### src/rtl/imm_extend_pipe_pkg.sv
`default_nettype none
// ============================================================================
//  Module      : imm_extend_pipe_pkg
//  Description : Shared constants for the immediate generator: LEGv8 opcode
//                patterns with their don't-care masks, format codes, and
//                default widths.
//  Revision    : 1.0 - initial release
// ============================================================================
package imm_extend_pipe_pkg;

  localparam int DEF_WORD      = 64;
  localparam int DEF_INSTR_LEN = 32;

  // Format codes presented on out_fmt
  localparam logic [2:0] FMT_NONE = 3'd0;
  localparam logic [2:0] FMT_D    = 3'd1;
  localparam logic [2:0] FMT_CB   = 3'd2;
  localparam logic [2:0] FMT_B    = 3'd3;
  localparam logic [2:0] FMT_I    = 3'd4;
  localparam logic [2:0] FMT_IW   = 3'd5;

  // Opcode patterns on instr[31:21]; a 0 in the mask marks a don't-care bit
  localparam logic [10:0] OP_LDUR = 11'b11111000010;
  localparam logic [10:0] OP_STUR = 11'b11111000000;
  localparam logic [10:0] MSK_D   = 11'b11111111111;

  localparam logic [10:0] OP_CBZ  = 11'b10110100000;
  localparam logic [10:0] OP_CBNZ = 11'b10110101000;
  localparam logic [10:0] MSK_CB  = 11'b11111111000;

  localparam logic [10:0] OP_B    = 11'b00010100000;
  localparam logic [10:0] OP_BL   = 11'b10010100000;
  localparam logic [10:0] MSK_B   = 11'b11111100000;

  localparam logic [10:0] OP_ADDI = 11'b10010001000;
  localparam logic [10:0] OP_SUBI = 11'b11010001000;
  localparam logic [10:0] MSK_I   = 11'b11111111110;

  localparam logic [10:0] OP_MOVZ = 11'b11010010100;
  localparam logic [10:0] OP_MOVK = 11'b11110010100;
  localparam logic [10:0] MSK_IW  = 11'b11111111100;

  // True when the opcode equals the pattern on every cared-about bit
  function automatic logic op_match(input logic [10:0] op,
                                    input logic [10:0] pat,
                                    input logic [10:0] msk);
    return ((op & msk) == (pat & msk));
  endfunction

endpackage
`default_nettype wire

### src/rtl/imm_format_decode.sv
`default_nettype none
// ============================================================================
//  Module      : imm_format_decode
//  Description : Combinational LEGv8 format classifier and immediate
//                extender. All extension is done at full WORD width.
//  Revision    : 1.0 - initial release
// ============================================================================
module imm_format_decode
  import imm_extend_pipe_pkg::*;
#(
  parameter int WORD         = DEF_WORD,
  parameter int INSTR_LEN    = DEF_INSTR_LEN,
  parameter int SHIFT_BRANCH = 1
) (
  input  logic [INSTR_LEN-1:0] instr_i,
  output logic [2:0]           fmt_o,
  output logic                 illegal_o,
  output logic [WORD-1:0]      imm_o
);

  // A 32-bit datapath cannot hold a move-wide halfword at position 2 or 3
  localparam bit NARROW = (WORD == 32);

  logic [10:0]     w_op;
  logic [1:0]      w_hw;
  logic [WORD-1:0] w_d_imm;
  logic [WORD-1:0] w_cb_sext;
  logic [WORD-1:0] w_b_sext;
  logic [WORD-1:0] w_cb_imm;
  logic [WORD-1:0] w_b_imm;
  logic [WORD-1:0] w_i_imm;
  logic [WORD-1:0] w_iw_base;
  logic [WORD-1:0] w_iw_imm;

  assign w_op      = instr_i[31:21];
  assign w_hw      = instr_i[22:21];
  assign w_d_imm   = {{(WORD-9){instr_i[20]}},  instr_i[20:12]};
  assign w_cb_sext = {{(WORD-19){instr_i[23]}}, instr_i[23:5]};
  assign w_b_sext  = {{(WORD-26){instr_i[25]}}, instr_i[25:0]};
  assign w_i_imm   = {{(WORD-12){1'b0}},        instr_i[21:10]};
  assign w_iw_base = {{(WORD-16){1'b0}},        instr_i[20:5]};
  assign w_iw_imm  = w_iw_base << {w_hw, 4'b0000};

  // Branch offsets are word offsets; scaling drops any bits shifted past WORD
  generate
    if (SHIFT_BRANCH != 0) begin : g_branch_scaled
      assign w_cb_imm = w_cb_sext << 2;
      assign w_b_imm  = w_b_sext << 2;
    end else begin : g_branch_unscaled
      assign w_cb_imm = w_cb_sext;
      assign w_b_imm  = w_b_sext;
    end
  endgenerate

  // Classify the opcode and select the matching immediate; unknown -> illegal
  always_comb begin
    fmt_o     = FMT_NONE;
    illegal_o = 1'b1;
    imm_o     = '0;
    if (op_match(w_op, OP_LDUR, MSK_D) || op_match(w_op, OP_STUR, MSK_D)) begin
      fmt_o     = FMT_D;
      illegal_o = 1'b0;
      imm_o     = w_d_imm;
    end else if (op_match(w_op, OP_CBZ, MSK_CB) || op_match(w_op, OP_CBNZ, MSK_CB)) begin
      fmt_o     = FMT_CB;
      illegal_o = 1'b0;
      imm_o     = w_cb_imm;
    end else if (op_match(w_op, OP_B, MSK_B) || op_match(w_op, OP_BL, MSK_B)) begin
      fmt_o     = FMT_B;
      illegal_o = 1'b0;
      imm_o     = w_b_imm;
    end else if (op_match(w_op, OP_ADDI, MSK_I) || op_match(w_op, OP_SUBI, MSK_I)) begin
      fmt_o     = FMT_I;
      illegal_o = 1'b0;
      imm_o     = w_i_imm;
    end else if (op_match(w_op, OP_MOVZ, MSK_IW) || op_match(w_op, OP_MOVK, MSK_IW)) begin
      fmt_o = FMT_IW;
      if (NARROW && w_hw[1]) begin
        illegal_o = 1'b1;
        imm_o     = '0;
      end else begin
        illegal_o = 1'b0;
        imm_o     = w_iw_imm;
      end
    end
  end

endmodule
`default_nettype wire

### src/rtl/imm_extend_pipe.sv
`default_nettype none
// ============================================================================
//  Module      : imm_extend_pipe
//  Description : Registered immediate generator. Decodes each accepted
//                instruction and queues {imm, fmt, illegal, tag} in a
//                2-entry skid buffer with valid/ready on both sides.
//  Revision    : 1.0 - initial release
// ============================================================================
module imm_extend_pipe
  import imm_extend_pipe_pkg::*;
#(
  parameter int WORD         = DEF_WORD,
  parameter int INSTR_LEN    = DEF_INSTR_LEN,
  parameter int TAG_W        = 64,
  parameter int SHIFT_BRANCH = 1
) (
  input  logic                 clk,
  input  logic                 reset,
  input  logic                 flush,
  input  logic                 in_valid,
  output logic                 in_ready,
  input  logic [INSTR_LEN-1:0] in_instr,
  input  logic [TAG_W-1:0]     in_tag,
  output logic                 out_valid,
  input  logic                 out_ready,
  output logic [WORD-1:0]      out_imm,
  output logic [2:0]           out_fmt,
  output logic                 out_illegal,
  output logic [TAG_W-1:0]     out_tag
);

  localparam int DEPTH = 2;

  logic [WORD-1:0]  imm_q [DEPTH];
  logic [2:0]       fmt_q [DEPTH];
  logic             ill_q [DEPTH];
  logic [TAG_W-1:0] tag_q [DEPTH];

  logic [1:0] count_q, count_d;
  logic       head_q,  head_d;

  logic [WORD-1:0] w_dec_imm;
  logic [2:0]      w_dec_fmt;
  logic            w_dec_ill;
  logic            w_push;
  logic            w_pop;
  logic            w_wr_ptr;

  imm_format_decode #(
    .WORD         (WORD),
    .INSTR_LEN    (INSTR_LEN),
    .SHIFT_BRANCH (SHIFT_BRANCH)
  ) u_decode (
    .instr_i   (in_instr),
    .fmt_o     (w_dec_fmt),
    .illegal_o (w_dec_ill),
    .imm_o     (w_dec_imm)
  );

  // Ready looks only at the registered count so there is no path from out_ready
  assign in_ready  = ~reset & ~count_q[1];
  assign out_valid = |count_q;
  assign w_push    = in_valid & in_ready & ~flush;
  assign w_pop     = out_valid & out_ready;
  // Tail slot sits one past head when a single entry is held
  assign w_wr_ptr  = head_q ^ count_q[0];

  assign out_imm     = imm_q[head_q];
  assign out_fmt     = fmt_q[head_q];
  assign out_illegal = ill_q[head_q];
  assign out_tag     = tag_q[head_q];

  // Occupancy and head pointer update; flush empties the buffer and wins over push
  always_comb begin
    count_d = count_q;
    head_d  = head_q;
    if (flush) begin
      count_d = 2'd0;
    end else begin
      if (w_pop) begin
        head_d = ~head_q;
      end
      case ({w_push, w_pop})
        2'b10:   count_d = count_q + 2'd1;
        2'b01:   count_d = count_q - 2'd1;
        default: count_d = count_q;
      endcase
    end
  end

  // Control state registers
  always_ff @(posedge clk or posedge reset) begin
    if (reset) begin
      count_q <= 2'd0;
      head_q  <= 1'b0;
    end else begin
      count_q <= count_d;
      head_q  <= head_d;
    end
  end

  // Payload storage: decoded result lands in the tail slot on each accepted push
  always_ff @(posedge clk or posedge reset) begin
    if (reset) begin
      for (int i = 0; i < DEPTH; i++) begin
        imm_q[i] <= '0;
        fmt_q[i] <= FMT_NONE;
        ill_q[i] <= 1'b0;
        tag_q[i] <= '0;
      end
    end else if (w_push) begin
      imm_q[w_wr_ptr] <= w_dec_imm;
      fmt_q[w_wr_ptr] <= w_dec_fmt;
      ill_q[w_wr_ptr] <= w_dec_ill;
      tag_q[w_wr_ptr] <= in_tag;
    end
  end

endmodule
`default_nettype wire

### config.mk
export PLATFORM = sky130hd
export DESIGN_NAME = imm_extend_pipe
export DESIGN_NICKNAME = d
export VERILOG_FILES = /design/src/rtl/imm_extend_pipe_pkg.sv /design/src/rtl/imm_format_decode.sv /design/src/rtl/imm_extend_pipe.sv
export SDC_FILE = /design/constraint.sdc
export NUM_CORES = 1
export LEC_CHECK = 0
export BUFFER_PORTS_ARGS = -buffer_cell sky130_fd_sc_hd__buf_2
export CAP_MARGIN = 10
export CORE_MARGIN = 5
export CORE_UTILIZATION = 55
export CTS_CLUSTER_SIZE = 24
export DETAILED_ROUTE_END_ITERATION = 8
export GPL_TIMING_DRIVEN = 0
export PLACE_DENSITY = 0.86
export SLEW_MARGIN = 20
export SYNTH_ARGS = -nofsm -noshare
export SYNTH_HDL_FRONTEND = slang
export SYNTH_SLANG_ARGS = --single-unit
### constraint.sdc
create_clock -name clk -period 15.45 [get_ports clk]
set_clock_uncertainty 0.2 [all_clocks]
set_input_delay 3.09 -clock clk [delete_from_list [all_inputs] [get_ports clk]]
set_output_delay 3.09 -clock clk [all_outputs]
set_load 0.01 [all_outputs]
Yosys cells after proc, flatten, opt, wreduce, memory -nomap -nowiden
Index checks and enable logic that the tools add are counted.
- register bits after elaboration: 267
- bitwise gates (word level): 11
- reductions and logical operators: 9
- $lt $le $gt $ge: 3
- eq/ne operators: 12
- shifts and indexed selects: 1
- multiplexer cells: 39
- add/sub/neg operators: 2
- operators with widths (cell ; number):
    64-bit two-way mux ; 12
    128-bit bitwise mux ; 2
    64-bit demux with 1-bit select ; 1
    16-bit by 6-bit << shifter with 64-bit output ; 1
    3-bit two-way mux ; 9
    11-bit equality test, second input constant ; 2
    10-bit equality test, second input constant ; 2
    9-bit equality test, second input constant ; 2
    8-bit equality test, second input constant ; 2
    1-bit two-way mux ; 9
    6-bit bitwise mux ; 1
    6-bit by 3-bit equality test with 1-bit output, second input constant ; 1
    6-bit equality test, second input constant ; 1
    1-bit logical OR ; 5
    1-bit bitwise AND ; 4
    2-bit >= comparator, second input constant ; 2
    1-bit inverter ; 4
    1-bit inverter with 2-bit output ; 2
    2-bit one-hot mux with 2 select lines ; 1
    3-bit demux with 1-bit select ; 1
    3-bit nonzero test ; 1
    2-bit by 1-bit adder with 2-bit output, second input constant ; 1
    2-bit bitwise mux ; 1
    2-bit by 1-bit equality test with 1-bit output, second input constant ; 1
    other kinds (9) ; 9

Longest topological paths before layout
- depth after elaboration: 8
- mapped depth: 7
- gate-level depth less buffers: 4

Hierarchy
A second synthesis with hierarchy kept.
- cell total of the unflattened synthesis: 907
- area total of the unflattened synthesis: 13156.4 sq um
- by module, submodules not included (module ; seq. area each (sq um) ; instances ; cells an instance ; area each (sq um)):
    imm_extend_pipe ; 6681.4 ; 1 ; 726 ; 11886.4
    imm_format_decode ; 0.0 ; 1 ; 181 ; 1270.0

Least setup slack after synthesis
OpenSTA, ideal clock, no wires.
- path kind: input -> output
- start: in reset
- end: out in_ready
- data required time: 12.160 ns
- arrival time: 3.247 ns
- buffers on the path: 0
- stages on the path: 1
- path slack: 8.913 ns
- cell sequence: nor2_1
- cells in the longest elaborated chain, start to end: 2
- ends and longest elaborated chain (item ; line ; text):
    start, declared ; imm_extend_pipe.sv:18 ; input logic reset,
    1-bit inverter ; imm_extend_pipe.sv:61 ; assign in_ready = ~reset & ~count_q[1];
    1-bit bitwise AND ; imm_extend_pipe.sv:61 ;
    end, declared ; imm_extend_pipe.sv:21 ; output logic in_ready,
Every way passes these cells.

Worst setup path in the final report
Ends and elaborated chain as after synthesis.

==> metrics.md <==
| Metric | Value |
|---|---|
| Core area | `23,300 um^2` |
| Most common flop cell mapped by yosys | `dfrtp_1` |
| Min Hold Slack | `0.270 ns` |
| Final GP Congestion | `0.979` |
| Largest family of logic cells by synthesized area | `simple AND/OR/NAND/NOR gates` |
| Worst path max stage delay | `0.19 ns` |
| FFs w/ async S/R, synth | `1.00` |
| Post-Synth XOR/XNOR Area | `0.00389` |
| Die area | `26,600 um^2` |
| Layout fillers | `1,798` |
| Residual DRC count | `0` |
| Worst r2r path cells | `6` |
| Hpwl dp | `27,700 um` |
| Max Freq | `148 MHz` |
| MaxCap Viol Count | `0` |
| Adder-cell share of the synthesized area | `0` |
| Setup ws final | `8.69 ns` |
| Total gr overflow | `0` |
| Final setup TNS | `0 ns` |
| Hold Fails Final Rpt | `0` |
| R2r endpoint | `imm_q[10]$_DFFE_PP0P_` |
| First-pass GRT wire length | `62,600 um` |
| Hold Buf Count CTS | `0` |
| CTS tree | `built` |
| Starting Density | `0.554` |
| Critical Path AT | `3.47 ns` |
| Root Driver | `clkbuf_16` |
| Critical path, cell by cell | `buf_2, nor2_1, buf_2` |
| ANT nets after route | `0` |
| Reg2reg start | `count_q[1]$_DFFE_PP0P_` |
| Library cells used by synthesis | `66` |
| Routed vias/inst | `5.88` |
| Worst endpoint required time | `12.16 ns` |
| Routed WL | `39,900 um` |
| I/O pin total | `235` |
| Layout cell share with drive strength beyond 1 | `0.281` |
| Max FO, Critical Path | `5` |
| Row count | `56` |
| Yosys reg bits | `267` |
| Syn Std Cell Area | `12,900 um^2` |
| LEAKAGE | `0.00747 uW` |
| Largest net degree at the start of global routing | `107` |
| Multi-input gate area | `5760 um^2` |
| Nets@finish | `1,730` |
| Postcts setup bufs | `0` |
| Total track usage | `0.294` |
| Mapped Avg Cell Area | `9.39 um^2` |
| Worst vdd ir | `0.000158 V` |
| Total CTS buffers | `28` |
| EDFF count, synth | `0` |
| Critical Path Sink Type | `output pin` |
| Post-CTS resize count | `0` |
| Worst min-delay path startpoint | `tag_q[56]$_DFFE_PP0P_` |
| Max clock buf depth | `3` |
| Final Cycle Share | `0.438` |
| Final Core Density | `0.664` |
| Vias in the first global route | `11.8k` |
| Slew HR | `0.264` |
| Worst skew pair latency | `0.54 ns` |
| # port buffers | `226` |
| Compound-Gate Fraction of Synth Area | `0.111` |
| TritonRoute pass-1 iters | `5` |
| Most common cell after layout, fill and taps aside | `nand2_1` |
| Die H | `163 um` |
| Area Growth Syn to Fin | `19.9%` |
| Status | `completed` |
| Most frequent cells in the layout | `nand2_1, dfrtp_1, buf_2` |
| H-tree levels | `1` |
| Post-Place Worst Slack | `8.69 ns` |
| Crit path to | `in_ready` |
| First DRT Iteration DRCs | `1,329` |
| Seq/Total Area, Yosys | `0.519` |
| Post-Synth Simple-Gate Area | `0.214` |
| R2R Setup Slk | `12.59 ns` |
| Register area | `6680 um^2` |
| Fin crit period | `6.76 ns` |
| Syn Nets | `1,472` |
| Slew Limit Fails | `0` |
| Initial antenna violation count | `6` |
| Clk slew on worst S/H paths | `0.06 ns` |
| HP Class | `register to register` |
| Vias | `11.6k` |
| Cell count after synthesis | `1,371` |
| Worst slew pin tran | `1.10 ns` |
| Mux share of post-synthesis cell area | `0.117` |
| Crit start category | `input pin` |
| Critical path origin | `reset` |
| Pwr dens | `197 nW/um^2` |
| Die width | `163 um` |
| Yosys warns | `0` |
| RSZ-0062 raised after global routing | `no` |
| Setup Crit Path Kind | `input pin to output pin` |
| Routed wire length per instance | `20.2 um` |
| Slowest stage cell on the critical path | `buf_2` |
| Sink Count | `267` |
| Most used cell, CP | `buf_2` |
| Final setup viols | `0` |
[per-stage QoR]
| stage | cells | area [um^2] | total power (uW) |
|---|---|---|---|
| floorplan | 1371 | 12900 | 1900 |
| finish | 1971 | 15400 | 3050 |
| CTS | 1969 | 15400 | 3060 |
| global route | 1969 | 15400 | 3230 |
| detailed placement | 1918 | 14500 | 2350 |
| global placement | 1916 | 14400 | 2300 |
[cells in the mapped netlist (all sizes together), types with 5 or more instances]
master / n / share of area
dfrtp: 267 / 0.52
nor2: 104 / 0.032
nand4: 19 / 0.0092
o22a: 10 / 0.0068
a21oi: 82 / 0.032
nand2: 453 / 0.13
o32ai: 5 / 0.0034
and4: 5 / 0.0034
nor3: 25 / 0.011
a22oi: 5 / 0.0029
nand3b: 5 / 0.0029
buf: 41 / 0.015
o211ai: 14 / 0.0082
o2bb2ai: 8 / 0.0054
inv: 8 / 0.0023
o21ai: 22 / 0.0085
clkbuf: 61 / 0.018
mux2: 132 / 0.12
a2bb2oi: 5 / 0.0034
a221oi: 14 / 0.0095
a31oi: 12 / 0.0058
o31ai: 6 / 0.0035
[registers in the layout, summed over array words and instances, names as in the netlist]
register	flops
count_q	2
fmt_q	6
head_q	1
ill_q	2
imm_q	128
tag_q	128
[cell type report]
cell class | instances | area share
sequential | 267 | 0.433
multi-input combinational | 994 | 0.373
timing repair buffer | 228 | 0.0768
clock buffer | 37 | 0.0528
buffer | 102 | 0.0270
tap | 319 | 0.0259
clock inverter | 14 | 0.00932
inverter | 8 | 0.00243
antenna | 2 | 0.000324
[power breakdown]
group | internal (uW) | leakage, uW | switching [uW]
Combinational | 545 | 0.00369 | 649
Sequential | 1010 | 0.00331 | 161
Clock | 405 | 0.000475 | 283
Total | 1960 | 0.00747 | 1090
[logic make-up (layout without fill, tap and decap cells)]
| kind of cell | count (synthesis) | after routing |
|---|---|---|
| other | 0 | 2 |
| muxes | 134 | 134 |
| AOI/OAI and AO/OA | 212 | 212 |
| DFF | 267 | 267 |
| and+or+nand+nor | 644 | 644 |
| xor gates and xnor gates | 4 | 4 |
| buffers and inverters | 110 | 389 |
[metal layers]
layer	wire length (um)	vias to the layer above	track usage
met2	18600	630	0.475
met4	1480	12	0.0999
met3	4170	126	0.0679
met5	69	-	0
met1	15600	5607	0.397
li1	-	5209	-
[worst max-delay path: cells and delay by family]
kind	cells	cell delay, ns
buffers and inverters	2	0.33
AND/OR/NAND/NOR	1	0.05
[worst min-delay path by stage]
| stage | to | cells past startpoint |
|---|---|---|
| floorplan | tag_q[0]$_DFFE_PP0P_ | 2 |
| global placement | tag_q[23]$_DFFE_PP0P_ | 2 |
| detailed placement | tag_q[23]$_DFFE_PP0P_ | 2 |
| CTS | tag_q[44]$_DFFE_PP0P_ | 2 |
| global route | tag_q[23]$_DFFE_PP0P_ | 2 |
| finish | tag_q[56]$_DFFE_PP0P_ | 2 |
Power figures use the tool's default switching activity.
